===== config.mk =====
export PLATFORM = sky130hd
export DESIGN_NAME = multicycle_ctrl
export DESIGN_NICKNAME = d
export VERILOG_FILES = /design/src/rtl/ctrl_pkg.sv /design/src/rtl/multicycle_ctrl_out.sv /design/src/rtl/multicycle_ctrl.sv
export SDC_FILE = /design/constraint.sdc
export NUM_CORES = 1
export LEC_CHECK = 0
export ABC_AREA = 1
export CORE_UTILIZATION = 30
export DETAILED_ROUTE_END_ITERATION = 10
export PLACE_DENSITY = 0.48
export SLEW_MARGIN = 20
export SYNTH_ARGS = -nofsm -noshare
export SYNTH_HDL_FRONTEND = slang
export SYNTH_HIERARCHICAL = 1
export SYNTH_SLANG_ARGS = --single-unit

===== constraint.sdc =====
create_clock -name clk -period 2.56 [get_ports clk]
set_input_delay 0.512 -clock clk [delete_from_list [all_inputs] [get_ports clk]]
set_output_delay 0.512 -clock clk [all_outputs]
set_load 0.03 [all_outputs]

===== src/rtl/ctrl_pkg.sv =====
// Shared types and encodings for the multi-cycle MIPS-subset controller.
// Holds FSM state encoding, opcode values, ALU/mux select codes and the
// packed control vector handed from the decode sub-module to the top.
package ctrl_pkg;

  typedef enum logic [3:0] {
    S_IDLE     = 4'd0,
    S_FETCH    = 4'd1,
    S_DECODE   = 4'd2,
    S_R_EX     = 4'd3,
    S_R_WB     = 4'd4,
    S_MEM_ADDR = 4'd5,
    S_MEM_RD   = 4'd6,
    S_MEM_WB   = 4'd7,
    S_MEM_WR   = 4'd8,
    S_BRANCH   = 4'd9,
    S_JUMP     = 4'd10,
    S_ORI_EX   = 4'd11,
    S_ORI_WB   = 4'd12,
    S_HALT     = 4'd13
  } state_t;

  // Opcode field IR[31:26]
  localparam logic [5:0] OP_RTYPE = 6'b000000;
  localparam logic [5:0] OP_LW    = 6'b100011;
  localparam logic [5:0] OP_SW    = 6'b101011;
  localparam logic [5:0] OP_BEQ   = 6'b000100;
  localparam logic [5:0] OP_ORI   = 6'b001101;
  localparam logic [5:0] OP_J     = 6'b000010;

  // ALU operation select
  localparam logic [1:0] ALU_ADD   = 2'b00;
  localparam logic [1:0] ALU_SUB   = 2'b01;
  localparam logic [1:0] ALU_FUNCT = 2'b10;
  localparam logic [1:0] ALU_OR    = 2'b11;

  // ALU operand A select
  localparam logic SRCA_PC = 1'b0;
  localparam logic SRCA_RS = 1'b1;

  // ALU operand B select
  localparam logic [1:0] SRCB_RT   = 2'b00;
  localparam logic [1:0] SRCB_FOUR = 2'b01;
  localparam logic [1:0] SRCB_IMM  = 2'b10;
  localparam logic [1:0] SRCB_BR   = 2'b11;

  // PC source select
  localparam logic [1:0] PCSRC_ALU    = 2'b00;
  localparam logic [1:0] PCSRC_ALUOUT = 2'b01;
  localparam logic [1:0] PCSRC_JUMP   = 2'b10;

  // Full datapath control vector, one field per output port
  typedef struct packed {
    logic       mem_req;
    logic       mem_we;
    logic       iord;
    logic       ir_wr;
    logic       pc_wr;
    logic       pc_wr_cond;
    logic [1:0] pc_src;
    logic       alu_src_a;
    logic [1:0] alu_src_b;
    logic       ext_zero;
    logic [1:0] alu_op;
    logic       reg_wr;
    logic       reg_dst;
    logic       mem_to_reg;
  } ctrl_t;

  // States that hold mem_req and therefore wait on mem_ack
  function automatic logic is_mem_state(input state_t s);
    return (s == S_FETCH) || (s == S_MEM_RD) || (s == S_MEM_WR);
  endfunction

endpackage


===== src/rtl/multicycle_ctrl_out.sv =====
// Control decode: maps the FSM state to the datapath control vector.
// Latency: purely combinational, same cycle as the state register.
// Backpressure: none; only FETCH looks at mem_ack to gate IR/PC writes.
module multicycle_ctrl_out
  import ctrl_pkg::*;
(
  input  state_t state,
  input  logic   mem_ack,
  output ctrl_t  ctl
);

  // Per-state Moore decode; every field defaults low so IDLE/HALT drive zeros
  always_comb begin
    ctl = '0;
    case (state)
      S_FETCH: begin
        ctl.mem_req   = 1'b1;
        ctl.iord      = 1'b0;
        ctl.alu_src_a = SRCA_PC;
        ctl.alu_src_b = SRCB_FOUR;
        ctl.alu_op    = ALU_ADD;
        ctl.pc_src    = PCSRC_ALU;
        // IR load and PC+4 commit only on the completing beat
        ctl.ir_wr     = mem_ack;
        ctl.pc_wr     = mem_ack;
      end
      S_DECODE: begin
        ctl.alu_src_a = SRCA_PC;
        ctl.alu_src_b = SRCB_BR;
        ctl.alu_op    = ALU_ADD;
      end
      S_R_EX: begin
        ctl.alu_src_a = SRCA_RS;
        ctl.alu_src_b = SRCB_RT;
        ctl.alu_op    = ALU_FUNCT;
      end
      S_R_WB: begin
        ctl.reg_wr     = 1'b1;
        ctl.reg_dst    = 1'b1;
        ctl.mem_to_reg = 1'b0;
      end
      S_MEM_ADDR: begin
        ctl.alu_src_a = SRCA_RS;
        ctl.alu_src_b = SRCB_IMM;
        ctl.alu_op    = ALU_ADD;
      end
      S_MEM_RD: begin
        ctl.mem_req = 1'b1;
        ctl.iord    = 1'b1;
        ctl.mem_we  = 1'b0;
      end
      S_MEM_WB: begin
        ctl.reg_wr     = 1'b1;
        ctl.reg_dst    = 1'b0;
        ctl.mem_to_reg = 1'b1;
      end
      S_MEM_WR: begin
        ctl.mem_req = 1'b1;
        ctl.iord    = 1'b1;
        ctl.mem_we  = 1'b1;
      end
      S_BRANCH: begin
        ctl.alu_src_a  = SRCA_RS;
        ctl.alu_src_b  = SRCB_RT;
        ctl.alu_op     = ALU_SUB;
        ctl.pc_wr_cond = 1'b1;
        ctl.pc_src     = PCSRC_ALUOUT;
      end
      S_JUMP: begin
        ctl.pc_wr  = 1'b1;
        ctl.pc_src = PCSRC_JUMP;
      end
      S_ORI_EX: begin
        ctl.alu_src_a = SRCA_RS;
        ctl.alu_src_b = SRCB_IMM;
        ctl.ext_zero  = 1'b1;
        ctl.alu_op    = ALU_OR;
      end
      S_ORI_WB: begin
        ctl.reg_wr     = 1'b1;
        ctl.reg_dst    = 1'b0;
        ctl.mem_to_reg = 1'b0;
      end
      default: ctl = '0;
    endcase
  end

endmodule


===== src/rtl/multicycle_ctrl.sv =====
// Multi-cycle MIPS-subset controller: FSM, memory timeout and retire counter.
// Latency: BEQ/J 3, R/SW/ORI 4, LW 5 cycles FETCH-to-FETCH with single-cycle ack.
// Backpressure: FETCH/MEM_RD/MEM_WR hold mem_req until mem_ack; TMO_CYC unacked waits halt.
module multicycle_ctrl
  import ctrl_pkg::*;
#(
  parameter int RET_W   = 32,
  parameter int TMO_CYC = 255
) (
  input  logic             clk,
  input  logic             rst_n,
  input  logic [5:0]       opcode,
  input  logic             zero,
  input  logic             mem_ack,
  output logic             mem_req,
  output logic             mem_we,
  output logic             iord,
  output logic             ir_wr,
  output logic             pc_wr,
  output logic             pc_wr_cond,
  output logic [1:0]       pc_src,
  output logic             alu_src_a,
  output logic [1:0]       alu_src_b,
  output logic             ext_zero,
  output logic [1:0]       alu_op,
  output logic             reg_wr,
  output logic             reg_dst,
  output logic             mem_to_reg,
  output logic             halted,
  output logic             illegal_op,
  output logic             bus_err,
  output logic [RET_W-1:0] retired
);

  localparam int TMO_W = $clog2(TMO_CYC + 1);

  state_t           state;
  state_t           state_nxt;
  logic [TMO_W-1:0] tmo_cnt;
  logic             tmo_last;
  logic             tmo_hit;
  logic             bad_op;
  logic             retire;
  ctrl_t            ctl;

  // The BEQ zero flag is qualified by pc_wr_cond inside the datapath, so the
  // controller itself never needs it.
  logic unused_zero;
  assign unused_zero = zero;

  // This wait cycle is the last one allowed before declaring a bus error
  assign tmo_last = (tmo_cnt == TMO_W'(TMO_CYC - 1));

  // Next-state selection plus timeout/illegal/retire event flags
  always_comb begin
    state_nxt = state;
    tmo_hit   = 1'b0;
    bad_op    = 1'b0;
    retire    = 1'b0;
    case (state)
      S_IDLE:   state_nxt = S_FETCH;
      S_FETCH: begin
        if (mem_ack) begin
          state_nxt = S_DECODE;
        end else if (tmo_last) begin
          state_nxt = S_HALT;
          tmo_hit   = 1'b1;
        end
      end
      S_DECODE: begin
        case (opcode)
          OP_RTYPE:     state_nxt = S_R_EX;
          OP_LW, OP_SW: state_nxt = S_MEM_ADDR;
          OP_BEQ:       state_nxt = S_BRANCH;
          OP_ORI:       state_nxt = S_ORI_EX;
          OP_J:         state_nxt = S_JUMP;
          default: begin
            state_nxt = S_HALT;
            bad_op    = 1'b1;
          end
        endcase
      end
      S_R_EX:     state_nxt = S_R_WB;
      S_R_WB: begin
        state_nxt = S_FETCH;
        retire    = 1'b1;
      end
      S_MEM_ADDR: state_nxt = (opcode == OP_SW) ? S_MEM_WR : S_MEM_RD;
      S_MEM_RD: begin
        if (mem_ack) begin
          state_nxt = S_MEM_WB;
        end else if (tmo_last) begin
          state_nxt = S_HALT;
          tmo_hit   = 1'b1;
        end
      end
      S_MEM_WB: begin
        state_nxt = S_FETCH;
        retire    = 1'b1;
      end
      S_MEM_WR: begin
        if (mem_ack) begin
          state_nxt = S_FETCH;
          retire    = 1'b1;
        end else if (tmo_last) begin
          state_nxt = S_HALT;
          tmo_hit   = 1'b1;
        end
      end
      S_BRANCH, S_JUMP, S_ORI_WB: begin
        state_nxt = S_FETCH;
        retire    = 1'b1;
      end
      S_ORI_EX:   state_nxt = S_ORI_WB;
      S_HALT:     state_nxt = S_HALT;
      default:    state_nxt = S_IDLE;
    endcase
  end

  // State register; reset aborts any instruction in flight
  always_ff @(posedge clk or negedge rst_n) begin
    if (!rst_n) begin
      state <= S_IDLE;
    end else begin
      state <= state_nxt;
    end
  end

  // Wait counter: counts unacked cycles while parked in a request state,
  // cleared whenever a request state is entered or left
  always_ff @(posedge clk or negedge rst_n) begin
    if (!rst_n) begin
      tmo_cnt <= '0;
    end else if (is_mem_state(state) && (state_nxt == state)) begin
      tmo_cnt <= tmo_cnt + TMO_W'(1);
    end else begin
      tmo_cnt <= '0;
    end
  end

  // Sticky halt-cause flags; only reset clears them
  always_ff @(posedge clk or negedge rst_n) begin
    if (!rst_n) begin
      illegal_op <= 1'b0;
      bus_err    <= 1'b0;
    end else begin
      if (bad_op)  illegal_op <= 1'b1;
      if (tmo_hit) bus_err    <= 1'b1;
    end
  end

  // Retired-instruction counter, wraps silently
  always_ff @(posedge clk or negedge rst_n) begin
    if (!rst_n) begin
      retired <= '0;
    end else if (retire) begin
      retired <= retired + RET_W'(1);
    end
  end

  multicycle_ctrl_out u_out (
    .state   (state),
    .mem_ack (mem_ack),
    .ctl     (ctl)
  );

  assign halted     = (state == S_HALT);
  assign mem_req    = ctl.mem_req;
  assign mem_we     = ctl.mem_we;
  assign iord       = ctl.iord;
  assign ir_wr      = ctl.ir_wr;
  assign pc_wr      = ctl.pc_wr;
  assign pc_wr_cond = ctl.pc_wr_cond;
  assign pc_src     = ctl.pc_src;
  assign alu_src_a  = ctl.alu_src_a;
  assign alu_src_b  = ctl.alu_src_b;
  assign ext_zero   = ctl.ext_zero;
  assign alu_op     = ctl.alu_op;
  assign reg_wr     = ctl.reg_wr;
  assign reg_dst    = ctl.reg_dst;
  assign mem_to_reg = ctl.mem_to_reg;

endmodule


==> impl_results.md, run 1 <==
* Worst setup EP type: primary output
* CTS root buf: clkbuf_8
* Worst-Margin Slew at 0.674 ns
* Worst vdd ir at 0.499 mV
* Skew final at 0.00974 ns
* H-tree levels at 2
* Congestion Overflow GR at 0
* Worst EP required at 2.05 ns
* RSZ-0062 raised after global routing: no
* Crit path max fanout at 8
* Gpl congestion at 0.842
* Gr usage total at 16.1%
* Non-filler cells, final at 666
* Clock latency on the worst-skew pair at 0.31 ns
* Setup violators final at 0
* Vias in the first global route at 2,956
* Post-Route WL at 8410 um
* Synth async-reset ratio at 100%
* Yosys warnings at 6
* Setup crit start kind: flip-flop
* Cts hold-fix bufs at 0
* Die X at 105 um
* Min-delay worst type: input port to async pin
* Max transition margin at 55.1%
* Synth unique cells at 29
* Vias at 3,078
* Core Area at 10,300 sq um
* DP Worst Slack at 0.131 ns
* Status: complete, no violations
* Final Hold Fails at 0
* DP Wirelength at 6570 um
* Final min period at 2.46 ns
* Syn nets at 474
* Layout net count at 542
* Slowest-stage cell, CP: clkdlybuf4s50_1
* Area of the multi-input gates at 1760 sq um
* Synthesized flop and latch total at 46
* PnR worst setup slack at 0.0952 ns
* # clock sinks at 46
* CP Class: flip-flop to primary output
* Post-route ant nets at 0
* Register area at 1150 sq um
* Fmax at 406 MHz
* Initial drt markers at 122
* Die ar. at 11,000 sq um
* Arrival time worst endpoint at 1.95 ns
* Num rows at 37
* Area share of the largest cell type after synthesis at 36.1%
* Setup TNS at 0 ns
* Buffers on Ports at 60
* Pwr dens at 883 nW/um^2
* Final max-slew violation count at 0
* ANT cells at 0
* Synth area leaders: dfrtp_1 36%, nand2_1 16%, xor2_1 8.5%, nor2_1 7.1%, inv_1 6.4%
* Area Growth Syn to Fin at 27.2%
* Total I/O pin count at 62
* Fillers at 1,111
* Total Power at 3.58 mW
* Largest area contributor in the netlist: dfrtp_1
* CTS resizes at 1
* Period utilization at 96.3%
* Post-synth EDFFs at 0
* Crit-path max cell delay at 0.71 ns
* Count leader, synth: nand2_1
* Worst-path clk slew at 0.10 ns
* Primary FF master, synth: dfrtp_1
* First-pass GRT wire length at 14,400 um
* CTS tree: done
* Detailed Routing Iterations Pass 1 at 4
* Critical-path cell list: nand2_1, nor2_1, clkdlybuf4s50_1
* Commonest cells in the netlist: 140 x nand2_1, 60 x nor2_1, 54 x inv_1, 46 x dfrtp_1, 31 x xor2_1
* Post-CTS setup buffers at 0
* Clk buf depth at 2
* Initial antenna violation count at 0
* Initial Util at 30.9%
* Max-cap viol count at 0
* Synth Cell Area at 3190 sq um
* Avg Cell Area, Syn at 6.92 sq um
* Largest net degree at the start of global routing at 29
* LEAKAGE at 1.88 nW
* Register area share after synthesis at 36.1%
* Drt drc at 0
* DIE HEIGHT at 105 um
* Wirelength per Cell at 12.6 um
* Placed cell count at 658
* Post-DR vias/cell at 4.62
* Num CTS Buffers at 5
* Share of layout cells above drive strength 1 at 9.62%
* Cells after Synth at 461
==> cell families (layout without fill, tap and decap cells) <==
| family | Yosys count | in the layout | share of synthesized area [%] |
|---|---|---|---|
| AOI/OAI and AO/OA | 18 | 18 | 3.22 |
| xor gates and xnor gates | 37 | 37 | 10.2 |
| adders and majority gates | 3 | 3 | 1.18 |
| buffers and inverters | 66 | 135 | 8.63 |
| DFF | 46 | 46 | 36.1 |
| and+or+nand+nor | 291 | 291 | 40.7 |
==> power breakdown <==
group / leakage (nW) / switching [mW] / internal (mW)
Clock: 0.0441 / 0.270 / 0.192
Combinational: 1.22 / 1.37 / 0.719
Sequential: 0.612 / 0.180 / 0.849
Total: 1.88 / 1.82 / 1.76
==> through the flow <==
step / hold slack [ns] / instance area, sq um / utilization, %
floorplan: 0.216 / 3190 / -
detailed placement: 0.454 / 3960 / 38.3
CTS: 0.255 / 4050 / 39.2
global route: 0.286 / 4050 / 39.3
finish: 0.235 / 4050 / 39.3
global placement: 0.447 / 3960 / 38.3
==> final timing paths <==
kind	startpoint	to	slack (ns)	depth (start not counted)
max reg2reg	state[2]	tmo_cnt[5]	0.52	12
min	rst_n	retired[31]	0.23	1
min in group clk	illegal_op	illegal_op	0.49	2
min reg2reg	illegal_op	illegal_op	0.49	2
max in group asynchronous	rst_n	retired[4]	1.72	2
max	state[2]	halted	0.1	3
==> sequential cells by signal, indices dropped and copies added (netlist names) <==
signal	flops
bus_err	1
illegal_op	1
retired	32
state	4
tmo_cnt	8
==> critical path, delay by kind of cell (launching register included) <==
kind | cells | cell delay (ns)
buffers and inverters | 1 | 0.71
DFF | 1 | 0.56
and+or+nand+nor | 2 | 0.38
==> metal layers <==
metal	vias to the layer above	global-route usage, %	wire length, um
met1	1422	23.0	4290
met3	13	2.93	298
li1	1574	-	-
met5	-	0	0
met4	0	5.03	136
met2	69	24.6	3680
==> area by class of cell <==
| cell class | count | area share, % |
|---|---|---|
| timing repair buffer | 67 | 16.1 |
| inverter | 60 | 5.56 |
| clock inverter | 3 | 0.525 |
| sequential | 46 | 28.5 |
| tap | 136 | 4.20 |
| multi-input combinational | 349 | 43.5 |
| clock buffer | 5 | 1.70 |
==> placed cells by master, fill, tap and decap left out, drive strengths merged <==
master,netlist,layout
clkbuf,1,5
xnor2,6,6
buf,5,8
nand3b,2,2
nor3,25,25
nor4,1,1
dlymetal6s2s,0,2
clkinv,0,2
clkdlybuf4s50,0,57
ha,3,3
a21oi,2,2
dfrtp,46,46
o2111ai,1,1
nand3,31,31
nand2,148,148
nand4,11,11
o21ai,14,14
nor2,73,73
clkinvlp,0,1
inv,60,60
a41o,1,1
xor2,31,31
(Power assumes the default switching activity.)
==> inputs of run 2 (changes only) <==
RECOVER_POWER = 25   (was not set)
==> run 2 against run 1 <==
  * The run now ends with capacitance limit, slew limit left
  * Clock skew hardly changed
  * Critical path depth stayed put
  * Utilization hardly changed
  * Sequential share of layout area hardly changed
  * Final cell count stayed put
  * Routed wire length hardly changed
  * Sequential power hardly changed
  * Die area stayed put
  * Via count is 0.13% lower
  * Clock-buffer cell count stayed put
  * Critical path type unchanged
  * Critical endpoint unchanged
  * Largest cell class unchanged
==> impl_results.md, run 2 (synthesized netlist as in run 1, its figures left out) <==
* H-tree levels at 2
* Post-CTS setup buffers at 0
* Fmax at 406 MHz
* Fillers at 1,113
* LEAKAGE at 1.87 nW
* Die X at 105 um
* Register area at 1150 sq um
* Worst setup EP type: primary output
* Worst vdd ir at 0.499 mV
* Drt drc at 0
* Die ar. at 11,000 sq um
* DP Wirelength at 6570 um
* Min-delay worst type: flip-flop to flip-flop
* Share of layout cells above drive strength 1 at 9.25%
* Worst EP required at 2.05 ns
* Fin area at 4050 sq um
* CTS root buf: clkbuf_8
* Crit path max fanout at 8
* ANT cells at 0
* Gr usage total at 16.1%
* First-pass GRT wire length at 14,400 um
* DIE HEIGHT at 105 um
* Buffers on Ports at 60
* Setup violators final at 0
* Initial antenna violation count at 0
* Final max-slew violation count at 29
* CP Class: flip-flop to primary output
* Initial Util at 30.9%
* Max reg flops at 32
* Worst-path clk slew at 0.10 ns
* Num rows at 37
* Vias at 3,074
* Arrival time worst endpoint at 1.95 ns
* Area of the multi-input gates at 1760 sq um
* Final min period at 2.46 ns
* Most flop-heavy register: retired
* Core Area at 10,300 sq um
* Post-route ant nets at 0
* Wirelength per Cell at 12.6 um
* Num CTS Buffers at 5
* WHS at 0.493 ns
* Clk buf depth at 2
* Area Growth Syn to Fin at 27.0%
* Max-cap viol count at 1
* Congestion Overflow GR at 0
* Clock latency on the worst-skew pair at 0.31 ns
* Setup TNS at 0 ns
* Post-Route WL at 8420 um
* Gpl congestion at 0.842
* Final Hold Fails at 0
* Failing checks: capacitance limit, slew limit
* # clock sinks at 46
* Final core utilization at 39.2%
* Setup crit start kind: flip-flop
* Layout net count at 542
* Period utilization at 96.3%
* Largest net degree at the start of global routing at 29
* Status: finished with violations
* Post-DR vias/cell at 4.62
* Total I/O pin count at 62
* Biggest regs: retired x32, tmo_cnt x8, state x4
* Skew final at 0.00978 ns
* Pwr dens at 884 nW/um^2
* Max transition margin at -8.25%
* Initial drt markers at 117
* Detailed Routing Iterations Pass 1 at 4
* Vias in the first global route at 2,956
* CTS tree: done
* Worst-Margin Slew at 1.62 ns
* Dpl cell area at 3960 sq um
* RSZ-0062 raised after global routing: no
* Commonest non-fill, non-tap cells in the layout: 140 x nand2_1, 60 x nor2_1, 57 x clkdlybuf4s50_1
* Commonest non-fill, non-tap cell in the layout: nand2_1
[run 2: cell count changes in the layout (fill, tap and decap cells not counted), sizes merged]
cell,change
buf,-2
clkbuf,+2
[run 2: what timing repair did]
action	4_1_cts	5_1_grt
pin swaps	0	0
hold buffers	0	0
hold endpoints to repair	0	0
resized for setup	1	3
setup endpoints to repair	1	10
[run 2: area by class of cell]
class | instances | area share, %
timing repair buffer | 67 | 16.0
inverter | 60 | 5.56
clock buffer | 5 | 1.70
multi-input combinational | 349 | 43.5
tap | 136 | 4.20
sequential | 46 | 28.5
clock inverter | 3 | 0.525
[run 2: report_power, final]
group | internal [mW] | switching (mW) | leakage (nW)
Clock | 0.192 | 0.270 | 0.0441
Sequential | 0.849 | 0.180 | 0.612
Combinational | 0.718 | 1.37 | 1.22
Total | 1.76 | 1.82 | 1.87
[run 2: through the flow]
stage,setup WS [ns],instances,power (mW)
2_1_floorplan,0.417,461,2.47
3_3_place_gp,0.145,658,3.13
3_5_place_dp,0.131,658,3.13
4_1_cts,0.00890,666,3.61
5_1_grt,0.00568,666,3.87
6_report,0.0956,666,3.58
[run 2: final timing paths]
path                             from          end  slack, ns  depth (start not counted)
max                          state[2]       halted        0.1                          3
min                        illegal_op   illegal_op       0.49                          2
max reg2reg                  state[2]   tmo_cnt[5]       0.52                         12
min reg2reg                illegal_op   illegal_op       0.49                          2
max in group asynchronous       rst_n   tmo_cnt[2]       0.77                          2
min in group asynchronous       rst_n  retired[31]       0.60                          1
[run 2: critical path, stage by stage (launching register included)]
cell and delay (ns):
dfrtp_1 0.56, nand2_1 0.16, nor2_1 0.22, clkdlybuf4s50_1 0.71
[run 2: metal layers]
metal | global-route usage (%) | vias up | wire, um
li1 | - | 1574 | -
met1 | 23.0 | 1420 | 4300
met2 | 24.6 | 67 | 3690
met3 | 2.93 | 13 | 295
met4 | 5.03 | 0 | 136
met5 | 0 | - | 0
